==> src/rtl/fact_sequencer.sv <==
// Multi-cycle factorial sequencer: iterates acc *= k for k = 2..n using a
// shift-add multiplier that consumes one multiplier bit per cycle.
module fact_sequencer #(
  parameter int unsigned WIDTH = 16
) (
  input  logic             clk,
  input  logic             rst,
  input  logic             start,
  input  logic             abort,
  input  logic [WIDTH-1:0] operand,
  output logic             busy,
  output logic             done,
  output logic [WIDTH-1:0] result,
  output logic             overflow
);

  localparam int unsigned CW = $clog2(WIDTH + 1);

  typedef enum logic [2:0] {
    S_IDLE,
    S_CHECK,
    S_MUL,
    S_NEXT,
    S_DONE
  } state_t;

  state_t             state, state_nx;
  logic [WIDTH-1:0]   n, n_nx;
  logic [WIDTH-1:0]   acc, acc_nx;
  logic [WIDTH:0]     k, k_nx;
  logic [2*WIDTH-1:0] mcand, mcand_nx;
  logic [WIDTH-1:0]   mplier, mplier_nx;
  logic [2*WIDTH-1:0] prod, prod_nx;
  logic [CW-1:0]      bitcnt, bitcnt_nx;
  logic               ovf_sticky, ovf_sticky_nx;
  logic [WIDTH-1:0]   result_nx;
  logic               overflow_nx;

  // State and datapath registers; reset clears everything.
  always_ff @(posedge clk) begin
    if (rst) begin
      state      <= S_IDLE;
      n          <= '0;
      acc        <= '0;
      k          <= '0;
      mcand      <= '0;
      mplier     <= '0;
      prod       <= '0;
      bitcnt     <= '0;
      ovf_sticky <= 1'b0;
      result     <= '0;
      overflow   <= 1'b0;
    end else begin
      state      <= state_nx;
      n          <= n_nx;
      acc        <= acc_nx;
      k          <= k_nx;
      mcand      <= mcand_nx;
      mplier     <= mplier_nx;
      prod       <= prod_nx;
      bitcnt     <= bitcnt_nx;
      ovf_sticky <= ovf_sticky_nx;
      result     <= result_nx;
      overflow   <= overflow_nx;
    end
  end

  // Next-state and datapath updates; abort overrides the case decode.
  always_comb begin
    state_nx      = state;
    n_nx          = n;
    acc_nx        = acc;
    k_nx          = k;
    mcand_nx      = mcand;
    mplier_nx     = mplier;
    prod_nx       = prod;
    bitcnt_nx     = bitcnt;
    ovf_sticky_nx = ovf_sticky;
    result_nx     = result;
    overflow_nx   = overflow;

    case (state)
      S_IDLE: begin
        if (start) begin
          n_nx          = operand;
          acc_nx        = WIDTH'(1);
          k_nx          = (WIDTH + 1)'(2);
          ovf_sticky_nx = 1'b0;
          state_nx      = S_CHECK;
        end
      end

      S_CHECK: begin
        // k is one bit wider than n, so k > n terminates even for n = 2^WIDTH-1.
        if (ovf_sticky || (k > {1'b0, n})) begin
          result_nx   = acc;
          overflow_nx = ovf_sticky;
          state_nx    = S_DONE;
        end else begin
          mcand_nx  = {{WIDTH{1'b0}}, acc};
          mplier_nx = k[WIDTH-1:0];
          prod_nx   = '0;
          bitcnt_nx = '0;
          state_nx  = S_MUL;
        end
      end

      S_MUL: begin
        // Fixed WIDTH cycles regardless of mplier contents.
        if (mplier[0]) begin
          prod_nx = prod + mcand;
        end
        mcand_nx  = mcand << 1;
        mplier_nx = mplier >> 1;
        bitcnt_nx = bitcnt + CW'(1);
        if (bitcnt == CW'(WIDTH - 1)) begin
          state_nx = S_NEXT;
        end
      end

      S_NEXT: begin
        acc_nx = prod[WIDTH-1:0];
        if (|prod[2*WIDTH-1:WIDTH]) begin
          ovf_sticky_nx = 1'b1;
        end
        k_nx     = k + (WIDTH + 1)'(1);
        state_nx = S_CHECK;
      end

      S_DONE: begin
        if (start) begin
          n_nx          = operand;
          acc_nx        = WIDTH'(1);
          k_nx          = (WIDTH + 1)'(2);
          ovf_sticky_nx = 1'b0;
          state_nx      = S_CHECK;
        end else begin
          state_nx = S_IDLE;
        end
      end

      default: begin
        state_nx = S_IDLE;
      end
    endcase

    // Abort also suppresses a CHECK->DONE result update in the same cycle.
    if (abort && (state != S_IDLE)) begin
      state_nx    = S_IDLE;
      result_nx   = result;
      overflow_nx = overflow;
    end
  end

  assign busy = (state != S_IDLE);
  assign done = (state == S_DONE);

endmodule

==> config.mk <==
export PLATFORM = sky130hd
export DESIGN_NAME = fact_sequencer
export DESIGN_NICKNAME = d
export VERILOG_FILES = /design/src/rtl/fact_sequencer.sv
export SDC_FILE = /design/constraint.sdc
export NUM_CORES = 1
export LEC_CHECK = 0
export CORE_MARGIN = 2
export CORE_UTILIZATION = 55
export CTS_BUF_LIST = sky130_fd_sc_hd__clkbuf_4 sky130_fd_sc_hd__clkbuf_8
export DETAILED_ROUTE_END_ITERATION = 8
export GPL_TIMING_DRIVEN = 0
export PLACE_DENSITY = 0.74
export SLEW_MARGIN = 20
export SYNTH_ARGS = -nofsm -noshare
export SYNTH_HDL_FRONTEND = slang
export SYNTH_SLANG_ARGS = --single-unit
==> constraint.sdc <==
create_clock -name clk -period 6.8 [get_ports clk]
set_input_delay 1.36 -clock clk [delete_from_list [all_inputs] [get_ports clk]]
set_output_delay 1.36 -clock clk [all_outputs]
set_load 0.005 [all_outputs]
After elaboration in Yosys (flattened, before gate mapping)
Index checks and enable logic that the tools add are counted.
W data, S select, Z words.

storage, ports and cells
  output and inout bits = 19
  register bits after elaboration = 155
  logic and storage cells = 64

cells by class
  $add $sub $neg = 3
  muxes and demuxes = 21
  reductions and logical operators = 16
  equal/unequal tests = 11
  magnitude comparators = 1
  bitwise gates (word level) = 1

operator list
  cell                     number
  $pmux W32 S2             2
  $mux W32                 3
  $pmux W16 S2             2
  $pmux W17 S2             1
  $add A32 B32 Y32         1
  $mux W16                 2
  $add A17 B1 Y17 const B  1
  $gt A17 B16 Y1           1
  $mux W17                 1
  $reduce_or A16 Y1        1
  $pmux W3 S5              1
  $ne A2 B2 Y1 const B     5
  $pmux W5 S2              1
  $mux W3                  3
  $reduce_and A3 Y1        3
  $reduce_and A2 Y1        4
  $eq A3 B2 Y1 const B     2
  $add A5 B1 Y5 const B    1
  $eq A5 B4 Y1 const B     1
  $mux W5                  1
  $reduce_bool A2 Y1       2
  $reduce_or A2 Y1         2
  $eq A3 B1 Y1 const B     1
  $eq A3 B3 Y1 const B     1
  8 further kinds          10

Depth between registers and ports, before layout
Gate-level depths: netlist (run 1).

  word-level depth = 4
  depth in mapped cells = 13
  mapped depth without buffers = 12

Worst setup path after synthesis (run 1)
No wires, ideal clock.

  kind = flip-flop to flip-flop
  from = register mcand[0]
  to = register prod[28]
  slack = 4.201 ns
  library setup time = 0.117 ns
  data required time = 6.683 ns
  path buffers = 0
  arrival time = 2.482 ns
  cell stages (with the launch flop) = 12
  cells stage by stage = dfxtp_1 > ha_1 > fa_1 > a21o_1 > a21oi_1 > o21ai_0 > a21oi_2 > o2111ai_1 > a31oi_1 > o21ai_1 > xor2_1 > a22o_1

on the way
  longest elaborated chain between the ends = 3

RTL lines
  element                 RTL line  text
  from (decl)             31        logic [2*WIDTH-1:0] mcand, mcand_nx;
  from (signal assigned)  58        mcand <= mcand_nx;
  $add A32 B32 Y32        111       prod_nx = prod + mcand;
  $mux W32                110       if (mplier[0]) begin
  $pmux W32 S2            82        case (state)
  to (signal assigned)    60        prod <= prod_nx;
  to (decl)               33        logic [2*WIDTH-1:0] prod, prod_nx;

No other way between the ends. The select of a mux whose other input is x is not followed.
A chain may end at the register's enable or synchronous reset.

Worst setup path in the final report (run 1)
  from = input port rst
  to = register bitcnt[0]

RTL lines
  element               RTL line  text
  from (decl)           7         input logic rst,
  to (signal assigned)  61        bitcnt <= bitcnt_nx;
  to (decl)             34        logic [CW-1:0] bitcnt, bitcnt_nx;

No word-level cell between the ends.

==> summary.md, run 1 <==
| Metric | Value |
|---|---|
| Outcome | finished clean |
| FMAX | slightly below 0.3 GHz |
| Synth Flop Type | dfxtp_1 |
| Post-CTS setup buffers | 0 |
| Post-synth net total | just over 1000 |
| Initial antenna violation count | 0 |
| Layout Nets | about 1100 |
| Multi-input combinational cell area | between 0.004 and 0.005 mm2 |
| RSZ-0062 raised after global routing | no |
| Die Wd | around 120 um |
| CP arrival | approximately 3700 ps |
| Final instance area | around 0.0090 mm2 |
| Setup TNS | 0 ps |
| Power Density | roughly 220 mW/mm2 |
| Residual DRC | 0 |
| Grt ovf | 0 |
| FF+latch area | between 0.003 and 0.004 mm2 |
| Clock sink total | 155 |
| First-pass DRT Iterations | 5 |
| Worst-Skew Late Latency | between 400 and 500 ps |
| CTS tree | built |
| Layout cell share with drive strength beyond 1 | approximately 8.1% |
| Avg WL per Cell | 16.64 um |
| Post_cts resized | 0 |
| FP Rows | 44 |
| Switch Pwr | roughly 0.68 mW |
| Crit path time final | around 3400 ps |
| Logic pwr share | 17.2% |
| Area Overhead vs Synth | 12.56% |
| Die Footprint | 0.01554 mm2 |
| MaxCap Viol Count | 0 |
| I/O Buffers | 38 |
| Distinct cell type count after synthesis | 63 |
| Detailed-route via count | about 7000 |
| Synthesized area | ~0.0080 mm2 |
| Post-synth EDFFs | 0 |
| CTS buffer count | 17 |
| Worst VDD drop | 0.0001556 V |
| Placed Area | ~0.0086 mm2 |
| Crit Path Max Fanout | 10 |
| Slew @ Worst Pin | about 700 ps |
| Worst Setup End Kind | flip-flop |
| Slew Viols, Final | 0 |
| Period utilization | 49.48% |
| Lkg Pwr | ~3.5 nW |
| Via-to-Cell Ratio | 5.783 |
| Longest Clk Path Bufs | 2 |
| Vias in the first global route | about 6500 |
| Fillers | 1266 |
| Hold_buf cts | 0 |
| # H-tree levels | 4 |
| Register bit total from synthesis | about 160 |
| Slew margin rel. | between 50% and 60% |
| Final setup viols | 0 |
| Clock Skew | about 21 ps |
| YS warnings | 0 |
| Cell count after synthesis | ~960 |
| Worst Setup Start Kind | input port |
| Global-route wire length before repair | between 30000 and 40000 um |
| Reg clk slew, reported paths | roughly 90 ps |
| Asr flop ratio synth | 0% |
| GR Util All Layers | 26.31% |
| Gp weighted congestion | 0.8873 |
| Crit path kind | in -> reg |
| Final wirelength | about 20000 um |
| DRT iter0 DRCs | roughly 610 |
| Sequential share of power | a little under half |
| Clock share of power | between 30% and 40% |
| Largest net degree at the start of global routing | 19 |
| Die height | 124.7 um |
| Switching Share | around 34% |
| Min-Delay Path Class | reg -> reg |
| Sequential area share after synthesis | 38.74% |
| Critical Path RT | a little over 7000 ps |
| Int Pwr | 1.340 mW |
| Syn_area_per_cell | between 8 and 9 um2 |
| Initial Util | 55.74% |
| Antenna-violating nets left | 0 |
| Core Box Area | 0.01437 mm2 |
| Antenna cell count | 0 |
| CTS root buffer | clkbuf_8 |
| Final hold vios | 0 |
| Hpwl dp | between 15000 and 20000 um |
| IO Count | 39 |
-- through the flow --
step | power (mW) | setup slack (ps) | util (%) | cells | hold slack (ps)
finish | 2.023 | 3435 | 62.74 | 1212 | 458.0
global route | 2.105 | 3323 | 62.74 | 1212 | 478.1
CTS | 2.029 | 3449 | 62.74 | 1212 | 460.2
detailed placement | 1.335 | 2933 | 59.99 | 1180 | 446.3
global placement | 1.330 | 2958 | 59.99 | 1180 | 444.2
floorplan | 1.237 | 4201 | - | 958 | 436.3
-- worst max-delay path, cell delays in order --
cell and delay, ps:
clkdlybuf4s50_1 680, clkbuf_1 410, buf_1 540, clkbuf_1 610, nor2_1 100
-- cells in the mapped netlist, drive strengths merged, types with 5 or more instances --
cell    instances  share of area [%]
buf            10                1.1
xor2           24                2.6
xnor2          14                1.5
nor3           11               0.89
o21a            6               0.58
or3            11               0.86
and2            9               0.72
a311oi         30                5.5
o21ai          21                1.4
dfxtp         155                 39
and3            5               0.39
clkbuf         44                2.1
a22o            8               0.87
nand4          17                1.3
nor2           88                4.2
a21oi         108                6.9
nand3          58                3.6
a31oi           8               0.62
inv            26                1.2
mux2i          19                2.4
a21o           23                2.2
nand2         166                7.8
ha             50                7.8
-- power by group through the flow --
stage | registers [mW] | clock network, mW | logic, mW
2_1_floorplan | 0.980 | 0 | 0.257
3_3_place_gp | 0.989 | 0 | 0.341
3_5_place_dp | 0.990 | 0 | 0.346
4_1_cts | 0.969 | 0.713 | 0.347
5_1_grt | 0.975 | 0.746 | 0.385
6_report | 0.970 | 0.704 | 0.349
-- cell type report --
class,count,share of cell area [%]
Tap cell,184,2.554
Multi-Input combinational cell,721,50.34
Timing Repair Buffer,38,4.219
Sequential cell,155,34.42
Clock inverter,15,1.790
Clock buffer,17,2.595
Inverter,26,1.083
Buffer,56,2.998
-- flip-flops by register name, indices dropped and copies added, names as in the netlist --
signal,count
mcand,32
prod,32
k,17
acc,16
mplier,16
n,16
result,16
bitcnt,5
state,3
overflow,1
ovf_sticky,1
-- path summary, 6_finish.rpt --
check,startpoint,endpoint,slack (ps),depth (start not counted)
worst min-delay path,n[13],n[13],460,2
worst max-delay path,rst,bitcnt[0],3440,5
worst min register to register,n[13],n[13],460,2
worst max register to register,prod[0],prod[28],3730,11
-- cell usage in the layout (no fill, tap or decap), types with 5 or more instances in the layout --
cell type	n
clkbuf_1	44
a21o_1	23
and3_1	5
dfxtp_1	155
mux2i_1	19
nor3_1	9
a311oi_2	29
xor2_1	24
clkbuf_8	17
ha_1	50
o21ai_0	15
or3_1	11
clkdlybuf4s50_1	38
a21oi_1	105
nand3_1	58
o21ai_1	5
a22o_1	8
nand4_1	17
o21a_1	5
xnor2_1	14
nor2_1	87
inv_1	26
a31oi_1	8
nand2_1	166
and2_1	8
inv_6	6
-- routing by layer --
layer,GRT usage (%),vias up,wire length (um)
met5,0,-,0
met3,5.971,25,1479
li1,-,3494,-
met2,40.66,203,8986
met4,6.411,0,283
met1,37.45,3287,9417
-- cells by family (layout without fill, tap and decap cells) --
| family | Yosys count | after routing | share of synthesized area [%] |
|---|---|---|---|
| simple gates | 386 | 386 | 21.73 |
| compound gates | 227 | 227 | 20.34 |
| flops | 155 | 155 | 38.74 |
| buf+inv | 82 | 152 | 4.593 |
| fa+ha+maj | 51 | 51 | 8.061 |
| xor+xnor | 38 | 38 | 4.156 |
| mux | 19 | 19 | 2.375 |
(Power assumes the default switching activity.)
==> run 2, diff against run 1 <==
PLACE_DENSITY = 0.77   (was 0.74)
clock period = 3 ns   (was 6.8 ns; I/O delays follow)
==> run 2 against run 1 <==
  * Setup slack worse by 3300 ps
  * Combinational power up 130%
  * Largest cell class unchanged
  * Utilization rose by 0.63 points
  * Sequential power increased by 130%
  * Clock skew fell by 10 ps
  * Die area did not move
==> summary.md, run 2 (same netlist as run 1, synthesis figures left out) <==
| Metric | Value |
|---|---|
| Outcome | finished clean (unchanged) |
| Die height | 124.7 um (unchanged) |
| Gp weighted congestion | 0.8887 (was 0.8873) |
| First-pass DRT Iterations | 5 (unchanged) |
| Via-to-Cell Ratio | 5.737 (was 5.783) |
| Slew margin rel. | 51.79% (was 53.11%) |
| FMAX | ~0.35 GHz |
| Grt peak-use layer | met2 (unchanged) |
| Final design utilization | 63.37% (was 62.74%) |
| Min-Delay Path Class | reg -> reg (unchanged) |
| Final hold vios | 0 (unchanged) |
| CP arrival | 3210 ps (was 3710 ps) |
| Detailed-route via count | 7005 (was 7009) |
| Initial antenna violation count | 0 (unchanged) |
| Most frequent cells in the layout | 165 x nand2_1, 153 x dfxtp_1, 104 x a21oi_1 (was 166 x nand2_1, 155 x dfxtp_1, 105 x a21oi_1) |
| Layout cell share with drive strength beyond 1 | 9.643% (was 8.074%) |
| # H-tree levels | 4 (unchanged) |
| Hold_buf cts | 0 (unchanged) |
| Initial Util | 55.74% (unchanged) |
| Vias in the first global route | 6495 (was 6477) |
| Final setup viols | 0 (unchanged) |
| Worst R2R End | prod[20] (was prod[28]) |
| Avg WL per Cell | 16.22 um (was 16.64 um) |
| CTS tree | built (unchanged) |
| Worst r2r src | k[15] (was prod[0]) |
| CTS root buffer | clkbuf_8 (unchanged) |
| Hold Crit Depth | 2 (unchanged) |
| Slew @ Worst Pin | 723.2 ps (was 703.4 ps) |
| Grt ovf | 0 (unchanged) |
| Layout Nets | 1095 (was 1086) |
| Crit path time final | 2870 ps |
| Clock sink total | 155 (unchanged) |
| Crit path from | k[15] (was rst) |
| Antenna-violating nets left | 0 (unchanged) |
| Reg clk slew, reported paths | 90 ps (about the same) |
| Commonest non-fill, non-tap cell in the layout | nand2_1 (unchanged) |
| Die Wd | 124.7 um (unchanged) |
| Setup TNS | 0 ps (unchanged) |
| Met2 GRT Util | 41.27% (was 40.66%) |
| I/O Buffers | 38 (unchanged) |
| Biggest regs | mcand: 32 flops, prod: 32 flops, k: 17 flops (unchanged) |
| R2R Setup Slk | 130 ps (was 3730 ps) |
| Worst VDD drop | 0.0003505 V (was 0.0001556 V) |
| FP Rows | 44 (unchanged) |
| Post-Layout Cell Count | 1221 (was 1212) |
| Lkg Pwr | 3.558 nW (was 3.496 nW) |
| Die Footprint | 0.01554 mm2 (unchanged) |
| Residual DRC | 0 (unchanged) |
| Area Overhead vs Synth | 13.69% (was 12.56%) |
| Critical-path top delay cell | a2111oi_0 (was clkdlybuf4s50_1) |
| Period utilization | about 96% |
| Fillers | 1246 (was 1266) |
| Worst r2r path cells | 11 (unchanged) |
| Routing usage on met1 | 35.53% (was 37.45%) |
| GR Util All Layers | 25.81% (was 26.31%) |
| MaxCap Viol Count | 0 (unchanged) |
| Longest Clk Path Bufs | 2 (unchanged) |
| IO Count | 39 (unchanged) |
| Antenna cell count | 0 (unchanged) |
| Clock Skew | 10.98 ps (was 21.28 ps) |
| CP max stage delay | 450 ps (was 680 ps) |
| Critical Path RT | 3340 ps (was 7140 ps) |
| Met3 Usage GRT | 4.253% (was 5.971%) |
| Slew Viols, Final | 0 (unchanged) |
| Global-route wire length before repair | 32520 um (was 33040 um) |
| Worst-Skew Late Latency | 480 ps (was 490 ps) |
| Hpwl dp | 14880 um (was 15070 um) |
| Placed cells | 1180 (unchanged) |
| Worst Setup End Kind | flip-flop (unchanged) |
| Final wirelength | 19800 um (was 20170 um) |
| Final instance area | 0.009105 mm2 (was 0.009015 mm2) |
| Crit Path Max Fanout | 10 (unchanged) |
| Power Density | 508.1 mW/mm2 (was 224.4 mW/mm2) |
| DRT iter0 DRCs | 544 (was 606) |
| Largest net degree at the start of global routing | 18 (was 19) |
| End of the critical path | prod[20] (was bitcnt[0]) |
| Worst Setup Start Kind | flip-flop (was input port) |
| RSZ-0062 raised after global routing | no (unchanged) |
| CTS buffer count | 17 (unchanged) |
| Placed Area | 0.008620 mm2 (unchanged) |
| Core Box Area | 0.01437 mm2 (unchanged) |
| CP Cell Sequence | ha_1 > nand4b_1 > or2_1 > nor3_2 > a2111oi_0 > o221ai_1 > a21oi_2 > nand2_2 > clkbuf_1 > nand3_1 > a21oi_1 (was clkdlybuf4s50_1 > clkbuf_1 > buf_1 > clkbuf_1 > nor2_1) |
| Crit path kind | reg -> reg (was in -> reg) |
run 2: changes by cell type in the layout (fill, tap and decap cells not counted), sizes merged:
cell | previous run | this run
inv | 36 | 37
clkinv | 3 | 1
buf | 10 | 19
bufinv | 0 | 1
run 2: stage by stage:
stage / setup slack, ps / power (mW) / hold slack, ps
final: 129.7 / 4.626 / 458.7
after global placement: -22.42 / 3.017 / 443.0
after floorplan: 400.8 / 2.804 / 436.3
after global routing: 1.913 / 4.797 / 471.8
after detailed placement: -85.05 / 3.030 / 448.1
after CTS: 39.52 / 4.618 / 460.2
run 2: how the worst min path moves through the flow:
| stage | start | end | slack (ps) |
|---|---|---|---|
| 6_report | n[13] | n[13] | 460 |
| 5_1_grt | n[1] | n[1] | 470 |
| 4_1_cts | n[1] | n[1] | 460 |
| 3_5_place_dp | n[1] | n[1] | 450 |
| 3_3_place_gp | n[13] | n[13] | 440 |
| 2_1_floorplan | n[10] | n[10] | 440 |
run 2: layer usage:
| layer | up-vias | share of wire [%] |
|---|---|---|
| met2 | 163 | 46 |
| met4 | 0 | 2.0 |
| met3 | 34 | 4.8 |
| met5 | - | 0 |
| met1 | 3292 | 47 |
| li1 | 3516 | - |
run 2: cell type report:
| type | instances | area [um2] | share of cell area (%) |
|---|---|---|---|
| Tap cell | 184 | 230.2 | 2.529 |
| Multi-Input combinational cell | 721 | 4544 | 49.91 |
| Sequential cell | 155 | 3105 | 34.11 |
| Buffer | 56 | 275.3 | 3.023 |
| Clock inverter | 15 | 170.2 | 1.869 |
| Clock buffer | 17 | 234.0 | 2.570 |
| Timing Repair Buffer | 47 | 447.9 | 4.920 |
| Inverter | 26 | 97.59 | 1.072 |
run 2: power breakdown:
group / total (mW) / switching, mW / leakage, nW / internal [mW]
clock: 1.62 / 0.914 / 0.201 / 0.704
sequential: 2.20 / 0.0626 / 1.25 / 2.14
combinational: 0.810 / 0.525 / 2.10 / 0.285
run 2: repair_timing:
action | 4_1_cts | 5_1_grt
endpoints found under the setup margin | 7 | 52
resized for setup | 1 | 13
pin swaps | 2 | 3
setup buffers | 2 | 7
run 2: worst max-delay path: cells and delay by family, from the launching register on:
kind / cells / cell delay, ps
compound gates: 4 / 1020
simple gates: 5 / 730
flops: 1 / 420
buf+inv: 1 / 310
fa+ha+maj: 1 / 270
==> run 3, diff against run 2 <==
GPL_ROUTABILITY_DRIVEN = 1   (was not set)
==> results of run 3 <==
The final DEF is identical to that of run 2; final timing and power are the same.
